<file path="src/rtl/uart_rx_to_axi_stream_if.sv">
// Purpose: AXI-Stream beat channel carrying packed UART words to the sink.
// Signals:
//   m_data  - packed beat, first received word in the low bits
//   m_valid - beat available
//   m_ready - sink accepts the beat
interface uart_rx_to_axi_stream_if #(
  parameter int unsigned W_OUT = 16
);
  logic [W_OUT-1:0] m_data;
  logic             m_valid;
  logic             m_ready;

  modport master (output m_data, output m_valid, input m_ready);
  modport slave  (input m_data, input m_valid, output m_ready);
endinterface

</file>
<file path="src/rtl/uart_rx_to_axi_stream.sv">
// Purpose: oversampling UART receiver that packs NUM_WORDS consecutive words
//          into one AXI-Stream beat of W_OUT bits.
// Ports:
//   clk       - single clock
//   rst       - synchronous active-high reset
//   rx        - asynchronous serial input, idle high
//   m_axis    - AXI-Stream master (m_data, m_valid, m_ready)
//   frame_err - one-cycle pulse when a stop bit is sampled low
//   overflow  - one-cycle pulse when a completed beat is dropped
module uart_rx_to_axi_stream #(
  parameter int unsigned CLOCKS_PER_PULSE = 4,
  parameter int unsigned BITS_PER_WORD    = 8,
  parameter int unsigned PACKET_SIZE      = BITS_PER_WORD + 5,
  parameter int unsigned W_OUT            = 16
) (
  input  logic                     clk,
  input  logic                     rst,
  input  logic                     rx,
  uart_rx_to_axi_stream_if.master  m_axis,
  output logic                     frame_err,
  output logic                     overflow
);

  localparam int unsigned NUM_WORDS = W_OUT / BITS_PER_WORD;
  localparam int unsigned HALF      = CLOCKS_PER_PULSE / 2;
  localparam int unsigned CNT_W     = $clog2(CLOCKS_PER_PULSE);
  localparam int unsigned BIT_W     = $clog2(BITS_PER_WORD + 1);
  localparam int unsigned IDX_W     = (NUM_WORDS > 1) ? $clog2(NUM_WORDS) : 1;

  localparam logic [1:0] S_IDLE  = 2'd0;
  localparam logic [1:0] S_START = 2'd1;
  localparam logic [1:0] S_DATA  = 2'd2;
  localparam logic [1:0] S_STOP  = 2'd3;

  // Elaboration-time parameter sanity checks
  if (CLOCKS_PER_PULSE < 4 || (CLOCKS_PER_PULSE % 2) != 0) begin : g_bad_cpp
    $error("CLOCKS_PER_PULSE must be even and >= 4");
  end
  if ((W_OUT % BITS_PER_WORD) != 0 || NUM_WORDS < 1) begin : g_bad_wout
    $error("W_OUT must be a non-zero multiple of BITS_PER_WORD");
  end
  if (PACKET_SIZE < BITS_PER_WORD + 2) begin : g_bad_packet
    $error("PACKET_SIZE must leave room for at least one stop bit");
  end

  logic                     rx_meta_q, rx_meta_d;
  logic                     rx_s_q, rx_s_d;
  logic [1:0]               state_q, state_d;
  logic [CNT_W-1:0]         clk_cnt_q, clk_cnt_d;
  logic [BIT_W-1:0]         cnt_q, cnt_d;
  logic [BITS_PER_WORD-1:0] word_q, word_d;
  logic                     brk_q, brk_d;
  logic [W_OUT-1:0]         asm_q, asm_d;
  logic [IDX_W-1:0]         word_idx_q, word_idx_d;
  logic [W_OUT-1:0]         m_data_q, m_data_d;
  logic                     m_valid_q, m_valid_d;
  logic                     frame_err_q, frame_err_d;
  logic                     overflow_q, overflow_d;
  logic                     accept_c;
  logic [W_OUT-1:0]         beat_c;

  // Next-state, datapath and output logic
  always_comb begin
    rx_meta_d   = rx;
    rx_s_d      = rx_meta_q;
    state_d     = state_q;
    clk_cnt_d   = clk_cnt_q;
    cnt_d       = cnt_q;
    word_d      = word_q;
    brk_d       = brk_q;
    asm_d       = asm_q;
    word_idx_d  = word_idx_q;
    m_data_d    = m_data_q;
    m_valid_d   = m_valid_q;
    frame_err_d = 1'b0;
    overflow_d  = 1'b0;
    accept_c    = 1'b0;
    beat_c      = asm_q;

    case (state_q)
      S_IDLE: begin
        if (!rx_s_q) begin
          state_d   = S_START;
          clk_cnt_d = '0;
          cnt_d     = '0;
        end
      end
      S_START: begin
        if (clk_cnt_q == CNT_W'(HALF - 1)) begin
          clk_cnt_d = '0;
          state_d   = rx_s_q ? S_IDLE : S_DATA;
        end else begin
          clk_cnt_d = clk_cnt_q + CNT_W'(1);
        end
      end
      S_DATA: begin
        if (clk_cnt_q == CNT_W'(CLOCKS_PER_PULSE - 1)) begin
          clk_cnt_d = '0;
          word_d    = {rx_s_q, word_q[BITS_PER_WORD-1:1]};
          if (cnt_q == BIT_W'(BITS_PER_WORD - 1)) begin
            state_d = S_STOP;
          end else begin
            cnt_d = cnt_q + BIT_W'(1);
          end
        end else begin
          clk_cnt_d = clk_cnt_q + CNT_W'(1);
        end
      end
      S_STOP: begin
        // brk_q: stop bit was low; hold off re-arming until the line returns high
        if (brk_q) begin
          if (rx_s_q) begin
            brk_d   = 1'b0;
            state_d = S_IDLE;
          end
        end else if (clk_cnt_q == CNT_W'(CLOCKS_PER_PULSE - 1)) begin
          clk_cnt_d = '0;
          if (rx_s_q) begin
            accept_c = 1'b1;
            state_d  = S_IDLE;
          end else begin
            frame_err_d = 1'b1;
            brk_d       = 1'b1;
          end
        end else begin
          clk_cnt_d = clk_cnt_q + CNT_W'(1);
        end
      end
      default: state_d = S_IDLE;
    endcase

    for (int unsigned i = 0; i < NUM_WORDS; i++) begin
      if (word_idx_q == IDX_W'(i)) begin
        beat_c[i*BITS_PER_WORD +: BITS_PER_WORD] = word_q;
      end
    end

    if (m_valid_q && m_axis.m_ready) begin
      m_valid_d = 1'b0;
    end

    // A completing beat may load in the same cycle the held beat is taken
    if (accept_c) begin
      asm_d = beat_c;
      if (word_idx_q == IDX_W'(NUM_WORDS - 1)) begin
        word_idx_d = '0;
        if (!m_valid_q || m_axis.m_ready) begin
          m_data_d  = beat_c;
          m_valid_d = 1'b1;
        end else begin
          overflow_d = 1'b1;
        end
      end else begin
        word_idx_d = word_idx_q + IDX_W'(1);
      end
    end
  end

  // State register
  always_ff @(posedge clk) begin
    if (rst) begin
      rx_meta_q   <= 1'b1;
      rx_s_q      <= 1'b1;
      state_q     <= S_IDLE;
      clk_cnt_q   <= '0;
      cnt_q       <= '0;
      word_q      <= '0;
      brk_q       <= 1'b0;
      asm_q       <= '0;
      word_idx_q  <= '0;
      m_data_q    <= '0;
      m_valid_q   <= 1'b0;
      frame_err_q <= 1'b0;
      overflow_q  <= 1'b0;
    end else begin
      rx_meta_q   <= rx_meta_d;
      rx_s_q      <= rx_s_d;
      state_q     <= state_d;
      clk_cnt_q   <= clk_cnt_d;
      cnt_q       <= cnt_d;
      word_q      <= word_d;
      brk_q       <= brk_d;
      asm_q       <= asm_d;
      word_idx_q  <= word_idx_d;
      m_data_q    <= m_data_d;
      m_valid_q   <= m_valid_d;
      frame_err_q <= frame_err_d;
      overflow_q  <= overflow_d;
    end
  end

  assign m_axis.m_data  = m_data_q;
  assign m_axis.m_valid = m_valid_q;
  assign frame_err      = frame_err_q;
  assign overflow       = overflow_q;

endmodule
</file>
<file path="src/flat_wrapper.sv">
// flat-port wrapper written by rule: the top's interface ports become plain ports
module uart_rx_to_axi_stream_flat 
#(
  parameter int unsigned CLOCKS_PER_PULSE = 4,
  parameter int unsigned BITS_PER_WORD    = 8,
  parameter int unsigned PACKET_SIZE      = BITS_PER_WORD + 5,
  parameter int unsigned W_OUT            = 16
)
  (clk, rst, rx, frame_err, overflow, m_axis_m_data, m_axis_m_valid, m_axis_m_ready);
  uart_rx_to_axi_stream_if #(.W_OUT(W_OUT)) m_axis_i ();
  input  logic clk;
  input  logic rst;
  input  logic rx;
  output logic frame_err;
  output logic overflow;
  output wire logic [$bits(m_axis_i.m_data)-1:0] m_axis_m_data;
  output wire logic [$bits(m_axis_i.m_valid)-1:0] m_axis_m_valid;
  input wire logic [$bits(m_axis_i.m_ready)-1:0] m_axis_m_ready;
  assign m_axis_m_data = m_axis_i.m_data;
  assign m_axis_m_valid = m_axis_i.m_valid;
  assign m_axis_i.m_ready = m_axis_m_ready;
  uart_rx_to_axi_stream #(.CLOCKS_PER_PULSE(CLOCKS_PER_PULSE), .BITS_PER_WORD(BITS_PER_WORD), .PACKET_SIZE(PACKET_SIZE), .W_OUT(W_OUT)) u_core (.clk(clk), .rst(rst), .rx(rx), .m_axis(m_axis_i), .frame_err(frame_err), .overflow(overflow));
endmodule
</file>
<file path="config.mk">
export PLATFORM = sky130hd
export DESIGN_NAME = uart_rx_to_axi_stream_flat
export DESIGN_NICKNAME = d
export VERILOG_FILES = /design/src/rtl/uart_rx_to_axi_stream_if.sv /design/src/rtl/uart_rx_to_axi_stream.sv /design/src/flat_wrapper.sv
export SDC_FILE = /design/constraint.sdc
export NUM_CORES = 1
export LEC_CHECK = 0
export BUFFER_PORTS_ARGS = -buffer_cell sky130_fd_sc_hd__buf_4
export CAP_MARGIN = 30
export CELL_PAD_IN_SITES_DETAIL_PLACEMENT = 0
export CELL_PAD_IN_SITES_GLOBAL_PLACEMENT = 1
export CORE_MARGIN = 2
export CORE_UTILIZATION = 39
export DETAILED_ROUTE_END_ITERATION = 10
export PLACE_DENSITY_LB_ADDON = 0.1
export SYNTH_ARGS = -nofsm -noshare
export SYNTH_HDL_FRONTEND = slang
export SYNTH_SLANG_ARGS = --single-unit
</file>
<file path="constraint.sdc">
create_clock -name clk -period 1.4 [get_ports clk]
set_input_delay 0.21 -clock clk [delete_from_list [all_inputs] [get_ports clk]]
set_output_delay 0.21 -clock clk [all_outputs]
set_load 0.05 [all_outputs]
</file>
* Yosys cells after proc, flatten, opt, wreduce, memory -nomap -nowiden
Index checks and enable logic that the tools add are counted.
** Cells by class
- Add/subtract/negate cells :: 3
- Reduce and logical (&&, ||, !) cells :: 12
- Equality and inequality tests :: 13
- Bitwise gates (word level) :: 3
- Mux-type cells :: 33
** Operator list (number)
- $mux 2 :: 12
- $mux 8 :: 2
- $pmux 2 s4 :: 2
- $mux 1 :: 13
- $mux 4 :: 3
- $pmux 4 s2 :: 1
- $eq 2x2->1 const B :: 3
- $ne 2x1->1 const B :: 3
- $ne 2x2->1 const B :: 3
- $reduce_or 3->1 :: 2
- $reduce_and 5->1 :: 1
- $add 4x1->4 const B :: 1
- $eq 2x1->1 const B :: 2
- $eq 4x3->1 const B :: 1
- $reduce_and 2->1 :: 2
- $reduce_and 4->1 :: 1
- $ne 3x1->1 const B :: 1
- $not 1->1 :: 3
- $reduce_and 3->1 :: 1
- $add 2x1->2 const B :: 1
- $logic_not 2->1 :: 1
- $reduce_bool 2->1 :: 1
- $add 1x1->1 const B :: 1
- $logic_and 1x1->1 :: 1
- 2 further kinds :: 2
** Word-level totals
- Register bits after elaboration :: 55
- Output and inout bits :: 19
- Word-level logic and storage cells :: 77

* Longest topological paths before layout
- Depth in word-level cells :: 6
- Depth in mapped cells :: 7
- Depth with buffers taken out :: 6

* Least setup slack after synthesis
Ideal clock, no wire load.
- Path type :: register to register
- Start point :: register u_core.m_valid_q, in the netlist u_core.m_axis.m_valid
- End point :: register u_core.m_data_q[12], in the netlist u_core.m_axis.m_data[12]
- Arrival time :: 1.391 ns
- Period minus slack after synthesis :: 1.517 ns
- Library setup time :: 0.126 ns
- Path slack :: -0.117 ns
- Cell stages (with the launch flop) :: 7
- Required time :: 1.274 ns
- Cells stage by stage :: dfxtp_1 > nand2b_1 > nand4b_1 > buf_6 > buf_8 > mux2i_1 > nor2_1
** Between the ends
- Cells in the longest elaborated chain, start to end :: 3
** RTL lines
- start, declared :: line uart_rx_to_axi_stream.sv:56 : logic m_valid_q, m_valid_d;
- start signal, assigned :: line uart_rx_to_axi_stream.sv:186 : m_valid_q <= m_valid_d;
- $logic_not 1->1 :: line uart_rx_to_axi_stream.sv:147 : if (!m_valid_q || m_axis.m_ready) begin
- $logic_or 1x1->1 :: line uart_rx_to_axi_stream.sv:147
- $reduce_and 3->1 (no line)
- end signal, assigned :: line uart_rx_to_axi_stream.sv:185 : m_data_q <= m_data_d;
- end, declared :: line uart_rx_to_axi_stream.sv:55 : logic [W_OUT-1:0] m_data_q, m_data_d;
Every way passes these cells.
A chain may end at the register's enable or synchronous reset.

* Worst setup path in the final report
- Start point :: register u_core.clk_cnt_q[0]
- End point :: register u_core.m_data_q[15], in the netlist u_core.m_axis.m_data[15]
** Between the ends
- Cells in the longest elaborated chain, start to end :: 5
** RTL lines
- start, declared :: line uart_rx_to_axi_stream.sv:49 : logic [CNT_W-1:0] clk_cnt_q, clk_cnt_d;
- start signal, assigned :: line uart_rx_to_axi_stream.sv:179 : clk_cnt_q <= clk_cnt_d;
- $eq 2x2->1 :: line uart_rx_to_axi_stream.sv:116 : end else if (clk_cnt_q == CNT_W'(CLOCKS_PER_PULSE - 1)) begin
- $mux 1 :: line uart_rx_to_axi_stream.sv:116
- $mux 1 :: line uart_rx_to_axi_stream.sv:111 : if (brk_q) begin
- $mux 1 :: line uart_rx_to_axi_stream.sv:80 : case (state_q)
- $reduce_and 3->1 (no line)
Every way passes these cells.

==> results by group <==
Synth
  • Largest family of logic cells by synthesized area: simple AND/OR/NAND/NOR gates
  • Post-synthesis mux area share: 0.135
  • Synth Area in Simple Gates: 0.209
  • Synthesized netlist cell count: about 200
  • Synth Area in XOR/XNOR: 0.00907
  • Complex-gate fraction of the synthesized area: 0.0725
  • Synth unique cells: 35
  • Synthesis-stage register bit count: between 40 and 50
  • Post-Synth Adder-Cell Area: 0.0324
  • Syn_nets: about 210
  • Mapped Area: between 1500 and 2000 µm²
  • Syn Area/Cell: between 9 and 10 µm²
  • Synth warnings: 0
  • Seq/Total Area, Yosys: 0.487

Power and ir drop
  • Psw: about 0.47 mW
  • Switching Share: 0.212
  • Gate power share: 0.037
  • PD cells: around 930 nW/µm²
  • Largest vdd supply drop: approximately 0.00077 V
  • Pwr Total: 2.19 mW
  • Leak: approximately 1.1 nW
  • Power Internal: about 1.7 mW
  • Clk network pwr share: 0.347
  • Sequential share of power: 0.616

STA
  • Final hold violations: 0
  • # setup viols final: 17
  • Worst-Margin Slew: roughly 450 ps
  • Setup tns final: -399 ps
  • Rel. slew slack: 0.701
  • Fin crit share: 1.05
  • Setup slack after layout: -63.4 ps
  • Slew Limit Fails: 0
  • Post-layout minimum cycle time: 1460 ps
  • Clock skew: between 3 and 4 ps
  • RSZ-0062 raised after global routing: yes
  • Fmax achieved: around 680 MHz

CTS
  • Post-CTS setup buffers: 0
  • H-tree levels: 2
  • CTS tree: built
  • Bufs on Longest Clock Path: 2
  • TritonCTS Buffers: 5
  • Worst-path clk slew: approximately 80 ps
  • Clk_lat worst skew: 290 ps
  • Root cell of the clock tree: clkbuf_8
  • Sink Count: 47
  • Number of hold buffers added after CTS: 0

Floorplanning
  • Core ar.: between 4000 and 5000 µm²
  • Initial Utilization: 0.406
  • Rows: 25
  • Die width: between 70 and 80 µm
  • Ports: 23
  • Die area: approximately 5500 µm²
  • Die height: 74.4 µm

Routing
  • First-pass iteration count of the detailed router: 4
  • Avg WL per Cell: between 10 and 15 µm
  • DRC Markers: 0
  • Vias: around 1.4k
  • Via-to-Cell Ratio: ~4.8
  • WL final: 3.59 mm
  • Iter 0 DRT Violations: 40
  • Routed Antenna Nets: 0

Critical path
  • WS Path Type: flop to flop
  • Worst-case reg-to-reg path depth: 6
  • R2r startpoint: u_core.clk_cnt_q[0]
  • Worst setup path startpoint: u_core.clk_cnt_q[0]
  • WP data arrival: about 1600 ps
  • Startpoint types: flop
  • R2R Path End: u_core.m_axis.m_data[15]
  • Critical path peak fanout: 16
  • Worst EP required: about 1600 ps
  • Flop2flop setup slack: -60 ps
  • CP endpoint kind: flop

Cells and area
  • Fillers: roughly 470
  • Layout cell share with drive strength beyond 1: 0.260
  • Area of the multi-input gates: just over 900 µm²
  • Commonest cells after routing, fill and taps aside: dfxtp_1, buf_4, nor2_1
  • Most common cell after layout, fill and taps aside: dfxtp_1
  • Seq. cell area: roughly 950 µm²
  • Nets: around 240
  • Non-Filler Instances: about 300
  • P&R area growth vs syn: 22.2%
  • Ant. Diodes: 0

Min path
  • Worst Hold Class: input port to flop
  • Hold path start: rx
  • WHS Path Cells: 2
  • Hold path endpoint: u_core.rx_meta_q

Global routing
  • First-pass GRT wire length: 6.07 mm
  • Grt total ovfl: 0
  • Vias in the first global route: between 1k and 1.5k
  • Met3 Track Usage GR: 0.0379
  • Met1 Resource Use GR: 0.207
  • GR Layer Usage met2: 0.206
  • Initial antenna violation count: 0
  • GRT Resource Usage Total: 0.144
  • Largest net degree at the start of global routing: 46
  • GRT Max-Usage Layer: met1

Run status
  • Failing checks: setup timing
  • Status: complete, but fails checks

Placed design
  • Inst Count DP: 290
  • Placer Congestion: 0.873
  • I/O Buffers: 22
  • Post-DP HPWL: 2.58 mm

Flow run
  • Max_cap viols: 0
[routing by layer]
layer	vias up	part of all wire
met3	5	0.041
met4	0	0.010
met1	644	0.53
met5	-	0
li1	747	-
met2	29	0.42
[area by class of cell]
type | instances | share of cell area
tap | 67 | 0.0355
timing repair buffer | 36 | 0.128
clock inverter | 1 | 0.00212
inverter | 3 | 0.00477
clock buffer | 7 | 0.0323
multi-input combinational | 137 | 0.394
sequential | 47 | 0.403
[state kept, by name, summed over array words and instances, names as in the netlist, named ones only]
| name | count |
|---|---|
| u_core.asm_q | 8 |
| u_core.brk_q | 1 |
| u_core.clk_cnt_q | 2 |
| u_core.cnt_q | 4 |
| u_core.frame_err | 1 |
| u_core.m_axis.m_data | 16 |
| u_core.m_axis.m_valid | 1 |
| u_core.overflow | 1 |
| u_core.rx_meta_q | 1 |
| u_core.rx_s_q | 1 |
| u_core.state_q | 1 |
| u_core.word_idx_q | 1 |
| u_core.word_q | 8 |
[worst max path at each step]
stage	depth (start not counted)	endpoint
after floorplan	7	u_core.m_axis.m_data[12]
after global placement	5	u_core.cnt_q[3]
after detailed placement	6	u_core.m_axis.m_data[15]
after CTS	6	u_core.m_axis.m_data[15]
after global routing	6	u_core.m_axis.m_data[8]
final	6	u_core.m_axis.m_data[15]
[cell families after synthesis]
| family | count (synthesis) |
|---|---|
| mux | 26 |
| fa+ha+maj | 5 |
| compound gates | 25 |
| buf+inv | 19 |
| simple gates | 79 |
| flops | 47 |
| xor+xnor | 2 |
[critical path, cell delays in order, from the launching register on]
cell	delay, ps
dfxtp_4	370
ha_4	170
and3b_1	170
nand4b_1	140
buf_12	190
mux2i_1	220
nor2_1	60
[through the flow]
| stage | utilization | hold slack, ps | worst slack (ps) | instance area [µm²] |
|---|---|---|---|---|
| 6_report | 0.497 | 102 | -63.4 | 2360 |
| 5_1_grt | 0.497 | 98.8 | -162 | 2360 |
| 4_1_cts | 0.492 | 88.7 | -83.0 | 2340 |
| 3_5_place_dp | 0.470 | 398 | -73.5 | 2230 |
| 3_3_place_gp | 0.470 | 397 | -16.4 | 2230 |
| 2_1_floorplan | - | 314 | -1.91 | 1950 |
[power groups by stage]
stage | sequential, mW | clock, mW | combinational [mW]
after floorplan | 1.38 | 0 | 0.0599
after global routing | 1.35 | 0.845 | 0.0907
final | 1.35 | 0.761 | 0.0815
after global placement | 1.38 | 0 | 0.0783
after CTS | 1.35 | 0.799 | 0.0810
after detailed placement | 1.38 | 0 | 0.0802
[Yosys cell counts, drive strengths merged]
cell type	count	area share
dfxtp	47	0.49
a21oi	15	0.039
nor3	4	0.013
nor2	31	0.060
mux2i	26	0.13
clkbuf	7	0.014
nand2b	3	0.011
a31oi	1	0.0032
xor2	2	0.0091
nor2b	1	0.0032
nand4b	3	0.021
nand4	3	0.0097
nand3	2	0.0052
ha	5	0.032
buf	9	0.036
or2	3	0.0097
a311oi	1	0.0045
nand3b	3	0.012
or3	2	0.0065
o21ai	3	0.0078
inv	3	0.0058
nand2	20	0.040
o22ai	2	0.0065
nor4b	1	0.0045
a211oi	2	0.0078
o21a	1	0.0039
and3b	2	0.0091
nor3b	1	0.0039
[what timing repair did]
| item | in CTS | in global routing |
|---|---|---|
| hold endpoints to repair | 0 | 0 |
| resized for setup | 7 | 5 |
| endpoints found under the setup margin | 25 | 26 |
No activity file was read; power rests on OpenSTA's default activity.
